<file path="src/rtl/reset_seq_pkg.sv">
// Shared types and helpers for the reset sequencer and its lock filter.
package reset_seq_pkg;

    typedef enum logic [1:0] {
        HOLD    = 2'd0,
        RELEASE = 2'd1,
        RUN     = 2'd2,
        SW_HOLD = 2'd3
    } reset_seq_state_t;

    // Bits needed to hold the values 0..max_val inclusive.
    function automatic int cnt_width(input int max_val);
        return (max_val < 1) ? 1 : $clog2(max_val + 1);
    endfunction

endpackage

</file>
<file path="src/rtl/lock_filter.sv">
// Qualifies a raw PLL lock flag: lock_ok rises only after LOCK_FILTER
// consecutive locked cycles and drops on the first unlocked cycle.
module lock_filter
    import reset_seq_pkg::*;
#(
    parameter int LOCK_FILTER = 4
) (
    input  logic clk,
    input  logic reset,
    input  logic pll_locked,
    output logic lock_ok
);

    localparam int            CW      = cnt_width(LOCK_FILTER);
    localparam logic [CW-1:0] CNT_MAX = CW'(LOCK_FILTER);

    logic [CW-1:0] lock_cnt;

    always_ff @(posedge clk) begin
        if (reset) begin
            lock_cnt <= '0;
            lock_ok  <= 1'b0;
        end else if (!pll_locked) begin
            lock_cnt <= '0;
            lock_ok  <= 1'b0;
        end else begin
            if (lock_cnt != CNT_MAX) lock_cnt <= lock_cnt + 1'b1;
            // lock_ok tracks the count as it lands on CNT_MAX, not one edge later.
            lock_ok <= (lock_cnt >= CNT_MAX - 1'b1);
        end
    end

endmodule

</file>
<file path="src/rtl/reset_sequencer.sv">
// Releases NUM_STAGES downstream resets in order once board reset and PLL
// lock are stable; supports a software reset via a req/ack handshake.
module reset_sequencer
    import reset_seq_pkg::*;
#(
    parameter int NUM_STAGES  = 4,
    parameter int HOLD_CYCLES = 16,
    parameter int STAGE_GAP   = 8,
    parameter int LOCK_FILTER = 4
) (
    input  logic                  clk,
    input  logic                  reset,
    input  logic                  ext_resetn,
    input  logic                  pll_locked,
    input  logic                  sw_rst_req,
    output logic                  sw_rst_ack,
    output logic [NUM_STAGES-1:0] stage_resetn,
    output logic                  all_released,
    output logic                  lock_lost,
    output reset_seq_state_t      state_dbg
);

    // Handshake: sw_rst_req is a level sampled only in RUN; sw_rst_ack is a
    // single-cycle pulse after the hold, and the requester must drop req on it.

    localparam int             HCW       = cnt_width(HOLD_CYCLES);
    localparam int             GCW       = cnt_width(STAGE_GAP);
    localparam int             SIW       = cnt_width(NUM_STAGES);
    localparam logic [HCW-1:0] HOLD_LAST = HCW'(HOLD_CYCLES - 1);
    localparam logic [GCW-1:0] GAP_LAST  = GCW'(STAGE_GAP - 1);
    localparam logic [SIW-1:0] LAST_IDX  = SIW'(NUM_STAGES - 1);

    reset_seq_state_t      state, state_n;
    logic [HCW-1:0]        hold_cnt, hold_n;
    logic [GCW-1:0]        gap_cnt, gap_n;
    logic [SIW-1:0]        stage_idx, idx_n;
    logic [NUM_STAGES-1:0] stage_n;
    logic                  all_n, ack_n, lost_n;
    logic                  lock_ok, good;

    lock_filter #(.LOCK_FILTER(LOCK_FILTER)) u_lock_filter (
        .clk        (clk),
        .reset      (reset),
        .pll_locked (pll_locked),
        .lock_ok    (lock_ok)
    );

    assign good      = ext_resetn & lock_ok;
    assign state_dbg = state;

    always_ff @(posedge clk) begin
        if (reset) begin
            state        <= HOLD;
            hold_cnt     <= '0;
            gap_cnt      <= '0;
            stage_idx    <= '0;
            stage_resetn <= '0;
            all_released <= 1'b0;
            sw_rst_ack   <= 1'b0;
            lock_lost    <= 1'b0;
        end else begin
            state        <= state_n;
            hold_cnt     <= hold_n;
            gap_cnt      <= gap_n;
            stage_idx    <= idx_n;
            stage_resetn <= stage_n;
            all_released <= all_n;
            sw_rst_ack   <= ack_n;
            lock_lost    <= lost_n;
        end
    end

    always_comb begin
        state_n = state;
        hold_n  = hold_cnt;
        gap_n   = gap_cnt;
        idx_n   = stage_idx;
        stage_n = stage_resetn;
        all_n   = all_released;
        ack_n   = 1'b0;
        lost_n  = lock_lost | ((state == RUN) && !lock_ok);

        if (state != HOLD && !good) begin
            // Abort beats software requests and pending stage releases.
            state_n = HOLD;
            stage_n = '0;
            all_n   = 1'b0;
            hold_n  = '0;
            gap_n   = '0;
            idx_n   = '0;
        end else begin
            case (state)
                HOLD: begin
                    stage_n = '0;
                    all_n   = 1'b0;
                    gap_n   = '0;
                    idx_n   = '0;
                    if (!good) begin
                        hold_n = '0;
                    end else if (hold_cnt == HOLD_LAST) begin
                        hold_n = '0;
                        if (NUM_STAGES == 1) begin
                            state_n = RUN;
                            stage_n = '1;
                            all_n   = 1'b1;
                        end else begin
                            state_n = RELEASE;
                            stage_n = NUM_STAGES'(1);
                            idx_n   = SIW'(1);
                        end
                    end else begin
                        hold_n = hold_cnt + 1'b1;
                    end
                end
                RELEASE: begin
                    if (gap_cnt == GAP_LAST) begin
                        gap_n = '0;
                        idx_n = stage_idx + 1'b1;
                        for (int k = 0; k < NUM_STAGES; k++) begin
                            if (SIW'(k) == stage_idx) stage_n[k] = 1'b1;
                        end
                        if (stage_idx == LAST_IDX) begin
                            state_n = RUN;
                            all_n   = 1'b1;
                            idx_n   = '0;
                        end
                    end else begin
                        gap_n = gap_cnt + 1'b1;
                    end
                end
                RUN: begin
                    if (sw_rst_req) begin
                        state_n = SW_HOLD;
                        stage_n = '0;
                        all_n   = 1'b0;
                        hold_n  = '0;
                    end
                end
                SW_HOLD: begin
                    if (hold_cnt == HOLD_LAST) begin
                        state_n = HOLD;
                        ack_n   = 1'b1;
                        hold_n  = '0;
                    end else begin
                        hold_n = hold_cnt + 1'b1;
                    end
                end
                default: state_n = HOLD;
            endcase
        end
    end

endmodule

</file>
<file path="config.mk">
export PLATFORM = sky130hd
export DESIGN_NAME = reset_sequencer
export DESIGN_NICKNAME = d
export VERILOG_FILES = /design/src/rtl/reset_seq_pkg.sv /design/src/rtl/lock_filter.sv /design/src/rtl/reset_sequencer.sv
export SDC_FILE = /design/constraint.sdc
export NUM_CORES = 1
export LEC_CHECK = 0
export BUFFER_PORTS_ARGS = -buffer_cell sky130_fd_sc_hd__buf_2
export CAP_MARGIN = 20
export CORE_ASPECT_RATIO = 1.25
export CORE_MARGIN = 10
export CORE_UTILIZATION = 49
export CTS_CLUSTER_DIAMETER = 60
export DETAILED_ROUTE_END_ITERATION = 6
export GPL_ROUTABILITY_DRIVEN = 0
export GPL_TIMING_DRIVEN = 0
export HOLD_SLACK_MARGIN = 0.03
export PLACE_DENSITY = 0.82
export SYNTH_ARGS = -nofsm -noshare
export SYNTH_HDL_FRONTEND = slang
export SYNTH_SLANG_ARGS = --single-unit
</file>
<file path="constraint.sdc">
create_clock -name clk -period 1.8 [get_ports clk]
set_clock_uncertainty 0.2 [all_clocks]
set_input_delay 0.18 -clock clk [delete_from_list [all_inputs] [get_ports clk]]
set_output_delay 0.18 -clock clk [all_outputs]
set_load 0.02 [all_outputs]
</file>
# Word level (Yosys, flattened, before mapping)
# Cells that the tools add are included.
[word_totals]
ff_bits = 25
input_bits = 5
wordCells = 95
[classes]
addsub = 4
n_lt_le_gt_ge = 1
eq_ne = 20
mux = 32
bitwise_logic = 4
reduce_logical = 21
[op_table]
columns = ["cell", "count"]
rows = [
  ["inequality test 2 bit, second input constant", 10],
  ["AND reduction 4 bit", 5],
  ["2-to-1 mux 5 bit", 3],
  ["one-hot mux 5 bit (3 select lines)", 1],
  ["2-to-1 mux 1 bit", 12],
  ["2-to-1 mux 2 bit", 6],
  ["2-to-1 mux 4 bit", 3],
  ["one-hot mux 4 bit (3 select lines)", 1],
  ["one-hot mux 2 bit (4 select lines)", 1],
  ["one-hot mux 4 bit (2 select lines)", 1],
  ["adder 3 x 1 -> 3 bit, second input constant", 2],
  ["== test 2 x 3 -> 1 bit, first input constant", 2],
  ["2-to-1 mux 3 bit", 2],
  ["one-hot mux 3 bit (2 select lines)", 1],
  ["AND reduction 6 bit", 1],
  ["nonzero test 3 bit", 2],
  ["adder 5 x 1 -> 5 bit, second input constant", 1],
  ["== test 5 x 4 -> 1 bit, second input constant", 1],
  ["adder 4 x 1 -> 4 bit, second input constant", 1],
  ["== test 2 bit, second input constant", 2],
  ["== test 4 x 3 -> 1 bit, second input constant", 1],
  ["AND reduction 2 bit", 2],
  ["nonzero test 2 bit", 2],
  ["OR reduction 2 bit", 2],
  ["14 further kinds", 17],
]

# Logic depth before layout (Yosys ltp)
[depth]
depth_word = 4
depth_mapped = 7

# Cells and area by module
# Synthesis repeated with hierarchy kept, for this count alone.
[hier_totals]
hier_cells = 158
area_unflattened_um2 = 1337.5
[modules_own_cells]
columns = ["mod", "n_inst", "cells_per_inst", "area_per_inst_um2"]
rows = [
  ["reset_sequencer", 1, 137, 1143.6],
  ["lock_filter", 1, 21, 193.9],
]

# Least setup slack after synthesis
# No wires, ideal clock.
[synth_timing]
path_type = "register -> register"
from = "register state[0], in the netlist state_dbg[0]"
to = "register hold_cnt[2]"
setup_time_ps = 117
arrival_ps = 1745
required_ps = 1483
path_slack_ps = -262
path_stages_with_launch = 7
period_less_slack_ps = 2062
path_cell_list = "dfxtp_1 > inv_1 > ha_1 > and2b_4 > or2_2 > o21bai_1 > a32o_1"
[synth_between]
elab_chain_len = 3
word_cells_on_any_way = 10
classes_between = "eq/ne (3); mux (1); reduce/logical (6)"
[synth_lines]
columns = ["element", "line", "rtl"]
rows = [
  ["start, declared", "reset_sequencer.sv:33", "reset_seq_state_t state, state_n;"],
  ["start signal, assigned", "reset_sequencer.sv:62", "state <= state_n;"],
  ["== test 2 bit (tied with other cells)", "reset_sequencer.sv:92", "case (state)"],
  ["inequality test 2 bit (no line) (tied with other cells)", "n/a", ""],
  ["AND reduction 2 bit (no line) or OR reduction 2 bit (tied branches)", "n/a", ""],
  ["end signal, assigned", "reset_sequencer.sv:63", "hold_cnt <= hold_n;"],
  ["end, declared", "reset_sequencer.sv:34", "logic [HCW-1:0] hold_cnt, hold_n;"],
]
# Parallel ways exist; a longest one is shown, timed or not.
# A chain may end at the register's enable or synchronous reset.

# Final worst setup path
[layout_timing]
from = "register state[0], in the netlist state_dbg[0]"
to = "register state[0], in the netlist state_dbg[0]"
[layout_between]
elab_chain_len = 3
word_cells_on_any_way = 15
classes_between = "eq/ne (9); mux (1); reduce/logical (5)"
[layout_lines]
columns = ["element", "line"]
rows = [
  ["== test 2 bit (tied with other cells)", "reset_sequencer.sv:92"],
  ["inequality test 2 bit (no line) or logical AND 1 bit (tied branches)", "n/a"],
  ["AND reduction 6 bit (no line) or OR reduction 2 bit (tied branches)", "n/a"],
]
# Parallel ways exist; a longest one is shown, timed or not.

==> flow_summary.ini <==
[status]
outcome = complete, no violations

[clock_tree]
clock_sinks = 24
cts_tree = built
htreeDepth = 1
clkTransAtPathRegs_ns = 0.13
clockBufferDepth = 2
cts_buffers = 3
clkLatencyLatePin_ns = 0.32
ctsRootBufferMaster = clkbuf_4

[sta]
worst_pin_slew_ns = 0.288
fin_ws_ns = 0.00991
fin_crit_sh_pct = 99.4
max_slew_margin_pct = 80.8
hold_slack_ns = 0.194
max_freq_mhz = 559
rsz0062_at_grt = yes
maxSlewViolCount = 0
fin_crit_ns = 1.79
hold_viol = 0
fin_tns_setup_ns = 0
final-setup-viol-count = 0

[floorplanning]
core_region_area_sq_um = 2500
fp.dieH_microns = 77.8
ios = 14
num_rows = 20
dieArea_sq_um = 5150
die_w_microns = 66.2
initial_core_util_pct = 52.3

[global_route]
grt_usage_pct = 11.6
antenna_found_initial = 0
grt-ovfl-total = 0
grt_pass1_wl_microns = 4930
grt_max_degree = 14
grt_pass1_vias = 1125

[power_and_ir_drop]
ir_drop_uv = 392
p_leak_nw = 0.720
power_uw = 815
power_per_cell_area_nw_per_um2 = 497

[worst_setup_path]
cpPeakStageDelay_ns = 0.37
path_buf_inv = 1
path_cells = buf_4, ha_1, or2_2, a22oi_2, and2_1, a211oi_2
cp.required_ns = 1.82
worst_setup_path_start_kind = flip-flop
path_max_fanout = 3
crit_family = simple AND/OR/NAND/NOR gates
cp-end-kind = flip-flop
crit_type = reg -> reg
crit_slowest_cell = dfxtp_4
crit_arrival_ns = 1.81

[finish]
antenna_cells = 0
layout-drive-gt1-share_pct = 30.2
nNetsFinal = 193
fin_util_pct = 65.6
nFillCells = 204
fin_area_sq_um = 1640
areaGrowthSynthToFinish_pct = 25.2
instances_no_fill = 205

[yosys]
ys_warn_count = 0
ys_seq_elements = 24
synth-edff-count = 0
synthArstFlopShare_pct = 0
synth_cells = 146
syn_area_sq_um = 1310
synthesis.nets = 166
syn_avg_cell_area_sq_um = 8.97
synth_flop_cell = dfxtp_1
ys_seq_area_share_pct = 36.7
yosysUniqueCellTypes = 40

[route]
routed_wl_microns = 3120
num_vias = 1155
ant_nets = 0
drt_first_pass_iters = 4
drt_iter0_drc = 49
vias_per_cell = 5.63
wl_per_cell_microns = 15.2
post-route-drc-count = 0

[placement]
io_buffers = 13
placedCellCount = 192
placed_cell_area_sq_um = 1420
place_ws_ns = -0.146
dp_hpwl_microns = 2190

[run]
cap_violations = 0

[worst_hold_path]
holdCritPathClass = in -> reg
==> synthesized netlist by cell type (2+ instances only) <==
cell type / number / share of area [%]
nand3b_1: 2 / 1.1
a31oi_1: 4 / 1.9
nand3_1: 4 / 1.5
inv_1: 12 / 3.4
buf_2: 3 / 1.1
nand2_1: 6 / 1.7
a22oi_1: 2 / 1.1
nand2b_1: 2 / 0.95
a211oi_1: 4 / 2.3
or2_2: 2 / 0.95
a21o_1: 2 / 1.1
nand4_1: 3 / 1.4
nor3_1: 8 / 3.1
a21oi_1: 15 / 5.7
nor2_1: 14 / 4.0
ha_1: 15 / 14
and2_1: 2 / 0.95
dfxtp_1: 24 / 37
==> cells by family after synthesis <==
| group | count (synthesis) | synth area share [%] |
|---|---|---|
| xor gates and xnor gates | 1 | 0.669 |
| AOI/OAI and AO/OA | 38 | 20.5 |
| buffers and inverters | 17 | 5.54 |
| and+or+nand+nor | 50 | 21.5 |
| muxes | 1 | 0.764 |
| DFF | 24 | 36.7 |
| adders and majority gates | 15 | 14.3 |
==> worst min-delay path: cells and delay by family <==
family,cells,cell delay [ns]
compound gates,2,0.16
buf+inv,1,0.11
simple gates,2,0.23
==> report_power, final <==
part / switching (mW) / internal [mW]
Combinational: 0.0188 / 0.0156
Sequential: 0.00296 / 0.531
Clock: 0.160 / 0.0867
==> path summary, 6_finish.rpt <==
kind                              from                         to  slack (ns)  cells past startpoint
min reg2reg   hold_cnt[4]$_SDFFE_PP0P_   hold_cnt[4]$_SDFFE_PP0P_        0.29                      1
min                         ext_resetn  state_dbg[1]$_SDFFE_PP0P_        0.19                      5
max          state_dbg[0]$_SDFFE_PP0P_  state_dbg[0]$_SDFFE_PP0P_        0.01                      6
max reg2reg  state_dbg[0]$_SDFFE_PP0P_  state_dbg[0]$_SDFFE_PP0P_        0.01                      6
==> layout by cell type (no fill, tap or decap), types with 2 or more instances in the layout <==
cell / n
dfxtp_1: 22
a21oi_1: 14
buf_2: 14
nor2_1: 13
inv_1: 10
ha_1: 9
buf_4: 8
nor3_1: 7
nand2_1: 6
nand3_1: 4
a31oi_1: 4
ha_2: 4
nand4_1: 3
a211oi_1: 3
clkbuf_4: 3
nand2b_1: 2
buf_6: 2
a21o_1: 2
a211oi_4: 2
and2_1: 2
nand3b_1: 2
ha_4: 2
dlygate4sd3_1: 2
dfxtp_4: 2
==> layer usage <==
metal	track usage [%]	wire length (microns)
met4	3.15	31
met2	22.5	1760
met5	0	0
met3	2.73	136
met1	11.5	1200
==> area by class of cell <==
cell class	instances	area (sq um)	area share [%]
timing repair buffer	22	138	8.39
multi-input combinational	105	850	51.8
sequential	24	488	29.7
inverter	12	47.5	2.90
tap	33	41.3	2.52
buffer	5	50.0	3.05
clock buffer	4	26.3	1.60
==> repair_timing <==
action / in CTS / in global routing
pin swaps: 2 / 6
buffers inserted: 4 / 3
endpoints found under the hold margin: 6 / 0
gates resized for setup: 15 / 15
endpoints found under the setup margin: 17 / 14
hold buffers: 2 / 0
==> state kept, by name (all words and copies together), names as in the netlist <==
signal                  flops
sw_rst_ack                  1
gap_cnt                     4
u_lock_filter.lock_ok       1
lock_lost                   1
stage_resetn                4
u_lock_filter.lock_cnt      3
stage_idx                   3
hold_cnt                    5
state_dbg                   2
Note: power is estimated with default switching activity, not from simulation.
